### config.mk
export PLATFORM = sky130hd
export DESIGN_NAME = rect_painter
export DESIGN_NICKNAME = d
export VERILOG_FILES = /design/src/rtl/rect_painter.sv
export SDC_FILE = /design/constraint.sdc
export NUM_CORES = 1
export LEC_CHECK = 0
export ABC_AREA = 0
export CAP_MARGIN = 20
export CORE_UTILIZATION = 30
export DETAILED_ROUTE_END_ITERATION = 6
export PLACE_DENSITY = 0.57
export SLEW_MARGIN = 0
export SYNTH_ARGS = -nofsm -noshare
export SYNTH_HDL_FRONTEND = slang
export SYNTH_SLANG_ARGS = --single-unit
### constraint.sdc
create_clock -name clock -period 4.6 [get_ports clock]
set_input_delay 1.38 -clock clock [delete_from_list [all_inputs] [get_ports clock]]
set_output_delay 1.38 -clock clock [all_outputs]
set_load 0.01 [all_outputs]
### src/rtl/rect_painter.sv
// Rectangle rasteriser that feeds the VGA pixel-write port one pixel per cycle.
// Region is clipped to the screen. Supports solid or outline fill and arbiter stalls.
module rect_painter #(
   parameter int X_W      = 9,
   parameter int Y_W      = 8,
   parameter int COLOR_W  = 3,
   parameter int SCREEN_W = 320,
   parameter int SCREEN_H = 240
) (
   input  logic               clock,
   input  logic               resetn,
   input  logic               start,
   input  logic [X_W-1:0]     x0,
   input  logic [Y_W-1:0]     y0,
   input  logic [X_W-1:0]     w,
   input  logic [Y_W-1:0]     h,
   input  logic [COLOR_W-1:0] color_in,
   input  logic               outline,
   input  logic               hold,
   output logic [X_W-1:0]     x,
   output logic [Y_W-1:0]     y,
   output logic [COLOR_W-1:0] color,
   output logic               vga_en,
   output logic               busy,
   output logic               done
);

   typedef enum logic [1:0] {S_IDLE, S_LOAD, S_DRAW, S_FINISH} state_t;

   localparam logic [X_W:0] SCR_W = (X_W+1)'(SCREEN_W);
   localparam logic [Y_W:0] SCR_H = (Y_W+1)'(SCREEN_H);

   state_t             r_state;
   logic [X_W-1:0]     r_x0;
   logic [Y_W-1:0]     r_y0;
   logic [X_W-1:0]     r_w;
   logic [Y_W-1:0]     r_h;
   logic [COLOR_W-1:0] r_color;
   logic               r_outline;
   logic [X_W-1:0]     r_xEnd;
   logic [Y_W-1:0]     r_yEnd;

   logic [X_W:0] w_xAvail;
   logic [Y_W:0] w_yAvail;
   logic [X_W:0] w_ew;
   logic [Y_W:0] w_eh;
   logic         w_rowEnd;
   logic         w_lastPix;
   logic         w_fullRow;

   // Clip one bit wider than the coordinates so origin+size can never wrap.
   assign w_xAvail = SCR_W - {1'b0, r_x0};
   assign w_yAvail = SCR_H - {1'b0, r_y0};
   assign w_ew = ({1'b0, r_x0} >= SCR_W) ? '0 :
                 (({1'b0, r_w} < w_xAvail) ? {1'b0, r_w} : w_xAvail);
   assign w_eh = ({1'b0, r_y0} >= SCR_H) ? '0 :
                 (({1'b0, r_h} < w_yAvail) ? {1'b0, r_h} : w_yAvail);

   assign w_rowEnd  = (x == r_xEnd);
   assign w_lastPix = w_rowEnd && (y == r_yEnd);
   assign w_fullRow = !r_outline || (y == r_y0) || (y == r_yEnd);

   always_ff @(posedge clock or negedge resetn) begin
      if (!resetn) begin
         r_state   <= S_IDLE;
         r_x0      <= '0;
         r_y0      <= '0;
         r_w       <= '0;
         r_h       <= '0;
         r_color   <= '0;
         r_outline <= 1'b0;
         r_xEnd    <= '0;
         r_yEnd    <= '0;
         x         <= '0;
         y         <= '0;
         color     <= '0;
         vga_en    <= 1'b0;
         busy      <= 1'b0;
         done      <= 1'b0;
      end else begin
         case (r_state)
            S_IDLE: begin
               done   <= 1'b0;
               vga_en <= 1'b0;
               busy   <= 1'b0;
               if (start) begin
                  r_x0      <= x0;
                  r_y0      <= y0;
                  r_w       <= w;
                  r_h       <= h;
                  r_color   <= color_in;
                  r_outline <= outline;
                  busy      <= 1'b1;
                  r_state   <= S_LOAD;
               end
            end
            S_LOAD: begin
               if (w_ew == '0 || w_eh == '0) begin
                  busy    <= 1'b0;
                  done    <= 1'b1;
                  r_state <= S_FINISH;
               end else begin
                  r_xEnd  <= X_W'({1'b0, r_x0} + w_ew - 1'b1);
                  r_yEnd  <= Y_W'({1'b0, r_y0} + w_eh - 1'b1);
                  x       <= r_x0;
                  y       <= r_y0;
                  color   <= r_color;
                  vga_en  <= 1'b1;
                  r_state <= S_DRAW;
               end
            end
            S_DRAW: begin
               // Interior outline rows hop straight from the left edge to the right edge.
               if (!hold) begin
                  if (w_lastPix) begin
                     vga_en  <= 1'b0;
                     busy    <= 1'b0;
                     done    <= 1'b1;
                     r_state <= S_FINISH;
                  end else if (w_rowEnd) begin
                     x <= r_x0;
                     y <= y + 1'b1;
                  end else if (w_fullRow) begin
                     x <= x + 1'b1;
                  end else begin
                     x <= r_xEnd;
                  end
               end
            end
            S_FINISH: begin
               done    <= 1'b0;
               busy    <= 1'b0;
               vga_en  <= 1'b0;
               r_state <= S_IDLE;
            end
            default: r_state <= S_IDLE;
         endcase
      end
   end

endmodule
==> key figures, run 1 <==
Run status
  – Status: finished clean

Clocking
  – Cts hold-fix bufs: 0
  – TritonCTS buffer count: 9
  – Clk_lat worst skew: 0.35 ns
  – H-tree lvl count: 3
  – CTS root buffer: clkbuf_16
  – CTS Buffer Depth: 2
  – Clock transition at path regs: ~0.060 ns
  – Clk sinks: 80
  – CTS tree: yes

Final layout
  – Sequential cell area: 2000 µm²
  – ANT cells: 0
  – Syn-to-layout area delta: 29.9%
  – Final Cell Area: around 7600 µm²
  – Area of the multi-input gates: 3730 µm²
  – Non-Filler Instances: between 900 and 1000
  – Nets: just over 800
  – Layout fillers: between 1500 and 2000
  – Layout cells sized above 1: 0.239

Global routing
  – Total global routing track utilization: 0.156
  – Vias in the first global route: 4675
  – Initial antenna violation count: 0
  – First-pass GRT wire length: 24400 µm
  – Largest net degree at the start of global routing: 60
  – GRT overflow: 0

Route
  – Initial DRC count: roughly 350
  – Drt drc: 0
  – Drt pass-1 iters: 4
  – Antenna-violating nets left: 0
  – Routed vias: 4818
  – WL/cell: between 15 and 20 µm
  – Routed wire length: between 15000 and 20000 µm
  – Vias per cell: 4.84

STA
  – Worst slew margin: 0.265
  – Finish-stage setup viols: 0
  – Hold Slack: around 0.5 ns
  – Final Skew: between 0.009 and 0.01 ns
  – FMAX: 219 MHz
  – Slew Viols, Final: 0
  – Fin crit share: 0.991
  – Worst-margin pin slew: between 1 and 1.5 ns
  – Setup slack after layout: 0.0405 ns
  – Final min period: 4.56 ns
  – RSZ-0062 raised after global routing: yes
  – Fin. Hold Viols: 0

Worst setup path
  – Top delay family on crit path: compound AO/OA/AOI/OAI gates
  – Startpoint Class: flop
  – Crit path depth: 23
  – Crit path cell chain: buf_6 > nor4_4 > nand2_2 > nand2_2 > xnor2_2 > ha_1 > a21oi_1 > o21ai_1 > a221oi_2 > a21oi_2 > mux2i_1 > nand2_1 > ha_4 > inv_2 > ha_4 > a21o_1 > a21oi_2 > nor2b_1 > o21a_1 > o41a_1 > xnor2_1 > xnor2_1 > o21ai_1
  – Worst Path Arrival: 4.77 ns
  – Buf/Inv on CP: 2
  – R2R Path Start: r_x0[0]
  – Reg2Reg Depth: 23
  – CP max stage cell: dfrtp_1
  – Worst endpoint required time: 4.81 ns
  – R2R Path End: r_xEnd[8]
  – CP Max Fanout: 4
  – Critical path class: flop to flop
  – Worst R2R Setup Slack: 0.04 ns
  – Worst setup EP type: flop
  – Slowest cell delay on critical path: roughly 0.4 ns

Synthesis
  – Yosys top cell area share: 0.340
  – Sequential share of the synthesized area: 0.340
  – Post-synth top flop: dfrtp_1
  – Syn Std Cell Area: 5880 µm²
  – Yosys warning count: 0
  – Post-synth EDFFs: 0
  – Synth area leader: dfrtp_1
  – Synth top area cells: dfrtp_1 (34%), ha_1 (11%), mux2_2 (10%)
  – Share of async-settable or async-resettable flops after synthesis: 1.00
  – Mapped Nets: 724
  – Distinct cells, synth: 66
  – Syn Area/Cell: 9.35 µm²
  – Synth Instances: roughly 630
  – #FFs+latches synth: 80

Hold path
  – HP Class: flop to flop
  – Min-delay src: r_color[1]
  – Min-Delay Endpoint: color[1]
  – Hold path cells: 1

Floorplan
  – I/O pins: 65
  – Die Y: 142 µm
  – Total die area: 20200 µm²
  – Row Count: 50
  – Core area: 19000 µm²
  – Initial Util: 0.310
  – DIE WIDTH: 142 µm

Placed design
  – DP Area: 7070 µm²
  – Placed insts: 966
  – # port buffers: 64
  – Pre-CTS setup slack: -0.0855 ns
  – RD Place Congestion: 0.896
  – DPL Wire Length: ~11000 µm

Flow run
  – Total of max-cap violations: 0
## flip-flops by register name, summed over array words and instances, names as in the netlist
signal,flops
x,9
r_outline,1
r_h,8
busy,1
done,1
r_color,3
r_state,2
y,8
vga_en,1
r_x0,9
r_yEnd,8
color,3
r_y0,8
r_xEnd,9
r_w,9
## kinds of logic after synthesis
family | after synthesis | share of synthesized area
AOI/OAI and AO/OA | 119 | 0.129
xor gates and xnor gates | 59 | 0.0879
adders and majority gates | 53 | 0.115
buffers and inverters | 91 | 0.0609
DFF | 80 | 0.340
muxes | 69 | 0.130
and+or+nand+nor | 158 | 0.136
## cells in the mapped netlist, types with 6 or more instances
master / n
nor2_1: 27
mux2_1: 8
nor3_1: 12
nand3_1: 11
clkbuf_1: 24
a21oi_1: 24
nand4_1: 13
o21ai_0: 46
a21o_1: 8
nor2b_1: 6
mux2_2: 52
nand2_1: 58
xor2_1: 17
ha_1: 51
xnor2_1: 42
dfrtp_1: 80
inv_1: 62
mux2i_1: 9
## final cells by class
cell class	count	area share
well taps	260	0.0426
repair buffers	119	0.139
multi-input cells	458	0.488
clock inverters	4	0.00590
inverters	63	0.0310
flip-flops and latches	80	0.262
clock buffers	12	0.0310
## worst max path at each step
stage / start / end / slack (ns)
5_1_grt: r_x0[0] / r_xEnd[8] / -0.28
3_5_place_dp: r_x0[0] / r_xEnd[8] / -0.09
2_1_floorplan: r_x0[0] / r_xEnd[8] / -0.05
6_report: r_x0[0] / r_xEnd[8] / 0.04
4_1_cts: r_x0[1] / r_xEnd[8] / -0.07
3_3_place_gp: r_x0[1] / r_xEnd[8] / 0.01
## stage by stage
step	util	setup TNS, ns
2_1_floorplan	-	-0.0517
3_3_place_gp	0.373	0
3_5_place_dp	0.373	-0.126
4_1_cts	0.388	-0.0687
5_1_grt	0.403	-0.453
6_report	0.403	0
## layer usage
metal	vias up	track usage	wire (µm)
met4	0	0.0623	216
met2	102	0.222	6410
met5	-	0	0
li1	2409	-	-
met3	11	0.0229	695
met1	2296	0.234	7810
## repair_timing
| action | in CTS | in global routing |
|---|---|---|
| setup buffers | 0 | 14 |
| pin swaps | 3 | 22 |
| cloned | 0 | 0 |
| resized for setup | 2 | 48 |
| endpoints found under the hold margin | 0 | 0 |
| endpoints found under the setup margin | 3 | 6 |
## layout by cell type (no fill, tap or decap), types with 3 or more instances in the layout
master / n
xnor2_1: 36
nand3_1: 11
o21ai_1: 6
a21oi_1: 17
xor2_1: 17
buf_4: 53
nand2_2: 5
nand4_1: 13
nor3_1: 10
clkinv_2: 3
a21o_1: 8
a21oi_2: 8
mux2_1: 8
nand2_1: 54
ha_2: 7
clkdlybuf4s50_1: 63
xnor2_2: 6
ha_4: 4
dfrtp_1: 78
a211o_1: 4
a211oi_1: 3
nor2b_1: 5
clkbuf_16: 9
o21ai_0: 40
inv_1: 57
ha_1: 40
o21a_1: 3
buf_6: 3
nor4_1: 5
inv_2: 5
clkbuf_1: 3
mux2i_1: 9
nor2_1: 27
o211ai_1: 5
mux2_2: 51
o31ai_1: 5
Power of run 1 is left out: the tool's default activity adds up to more than one toggle a clock period on the data nets, which glitch-free logic cannot reach.
==> run 2: changes to the inputs <==
PLACE_DENSITY = not set   (was 0.57)
SLEW_MARGIN = 25   (was 0)
==> run 2 against run 1 <==
- fmax down 0.79%
- clock skew is 0.00073 ns lower
- die area unchanged
- flip-flop and latch count unchanged
==> key figures, run 2 (same netlist as run 1, synthesis figures left out) <==
Run status
  – Status: finished clean

Route
  – Drt pass-1 iters: 7
  – WL/cell: roughly 15 µm
  – Drt drc: 0
  – Antenna-violating nets left: 0
  – Routed wire length: 15100 µm
  – Initial DRC count: between 400 and 500
  – Vias per cell: between 4 and 5
  – Routed vias: 4807

Floorplan
  – Row Count: 50
  – Core area: ~19000 µm²
  – I/O pins: 65
  – Die Y: 142 µm
  – DIE WIDTH: 142 µm
  – Total die area: between 20000 and 25000 µm²
  – Initial Util: 0.310

Final layout
  – Syn-to-layout area delta: 30.2%
  – Most common cell after layout, fill and taps aside: dfrtp_1
  – Layout fillers: 1877
  – Nets: 816
  – Sequential cell area: about 2000 µm²
  – ANT cells: 0
  – Non-Filler Instances: 986
  – Layout cells sized above 1: 0.231
  – Most frequent cells in the layout: dfrtp_1 (79), clkdlybuf4s50_1 (63), inv_1 (55)
  – Util after Layout: 0.404
  – Area of the multi-input gates: 3800 µm²

STA
  – Final Skew: 0.00850 ns
  – FMAX: 218 MHz
  – Finish-stage setup viols: 0
  – RSZ-0062 raised after global routing: yes
  – Final min period: 4.60 ns
  – Fin crit share: 0.999
  – Fin. Hold Viols: 0
  – Worst slew margin: 0.341
  – Slew Viols, Final: 0
  – Worst-margin pin slew: 0.985 ns

Placed design
  – Placed insts: 961
  – # port buffers: 64
  – DPL Wire Length: ~11000 µm
  – RD Place Congestion: 0.915

Clocking
  – CTS Buffer Depth: 2
  – Clock transition at path regs: ~0.060 ns
  – H-tree lvl count: 3
  – CTS root buffer: clkbuf_16
  – Clk_lat worst skew: 0.34 ns
  – Clk sinks: 80
  – CTS tree: yes
  – TritonCTS buffer count: 9
  – Cts hold-fix bufs: 0

Global routing
  – GRT overflow: 0
  – Vias in the first global route: 4650
  – Total global routing track utilization: 0.154
  – Initial antenna violation count: 0
  – Largest net degree at the start of global routing: 81
  – First-pass GRT wire length: around 24000 µm

Worst setup path
  – CP Max Fanout: 5
  – Startpoint Class: flop
  – Slowest cell delay on critical path: 0.40 ns
  – Crit path cell chain: buf_6 > nor4_4 > nand2_1 > nand2_2 > xnor2_2 > ha_1 > a21oi_1 > o21ai_1 > a221oi_2 > a21oi_2 > buf_6 > mux2_4 > nand2_2 > ha_2 > inv_2 > ha_4 > a21o_1 > a21oi_4 > nor2b_1 > o21a_1 > o41a_1 > xnor2_2 > xnor2_1 > o21ai_1
  – R2R Path Start: r_x0[1]
  – Worst setup EP type: flop
  – Worst Path Arrival: 4.82 ns
  – Worst endpoint required time: 4.82 ns
  – CP startpoint: r_x0[1]
  – Critical path class: flop to flop
  – CP max stage cell: dfrtp_1

Hold path
  – Min-delay src: done
  – HP Class: flop to flop

Flow run
  – Total of max-cap violations: 0
[run 2: through the flow]
stage          hold WS (ns)  setup slack, ns  instance area, µm²  TNS (ns)
5_1_grt               0.532           -0.193                7650    -0.226
3_5_place_dp          0.488          -0.0305                7030   -0.0305
3_3_place_gp          0.480           0.0790                7030         0
4_1_cts               0.502           0.0140                7330         0
6_report              0.494          0.00433                7650         0
2_1_floorplan         0.470          -0.0517                5930   -0.0517
[run 2: worst paths after layout]
kind / cells after the start / slack (ns) / to
setup / recovery: 24 / 0.004 / r_xEnd[8]
hold / removal: 1 / 0.49 / done
setup reg to reg: 24 / 0.004 / r_xEnd[8]
hold reg to reg: 1 / 0.49 / done
max in group asynchronous: 1 / 2.94 / r_x0[2]
min in group asynchronous: 1 / 1.09 / r_state[0]
[run 2: timing repair]
action,in CTS,in global routing
gates resized for setup,1,52
hold endpoints to repair,0,0
endpoints found under the setup margin,1,5
pin swaps,2,26
setup buffers,0,9
[run 2: layer usage]
metal  track usage  routed length, µm
met5             0                  0
met4        0.0549                275
met3        0.0229                558
met2         0.216               6270
met1         0.236               7980
[run 2: final cells by class]
cell class,instances,share of cell area
Clock inverter,3,0.00196
Multi-Input combinational cell,458,0.496
Tap cell,260,0.0425
Clock buffer,13,0.0353
Timing Repair Buffer,109,0.131
Sequential cell,80,0.262
Inverter,63,0.0309
[run 2: worst max-delay path: cells and delay by family (launching register included)]
kind	cells	cell delay, ns
multiplexers	1	0.29
XOR/XNOR	3	0.39
adder cells (fa/ha/maj)	3	0.65
AO/OA/AOI/OAI	9	1.71
flip-flops	1	0.40
buffers and inverters	3	0.33
AND/OR/NAND/NOR	5	0.71
Power of run 2 is left out for the same reason.
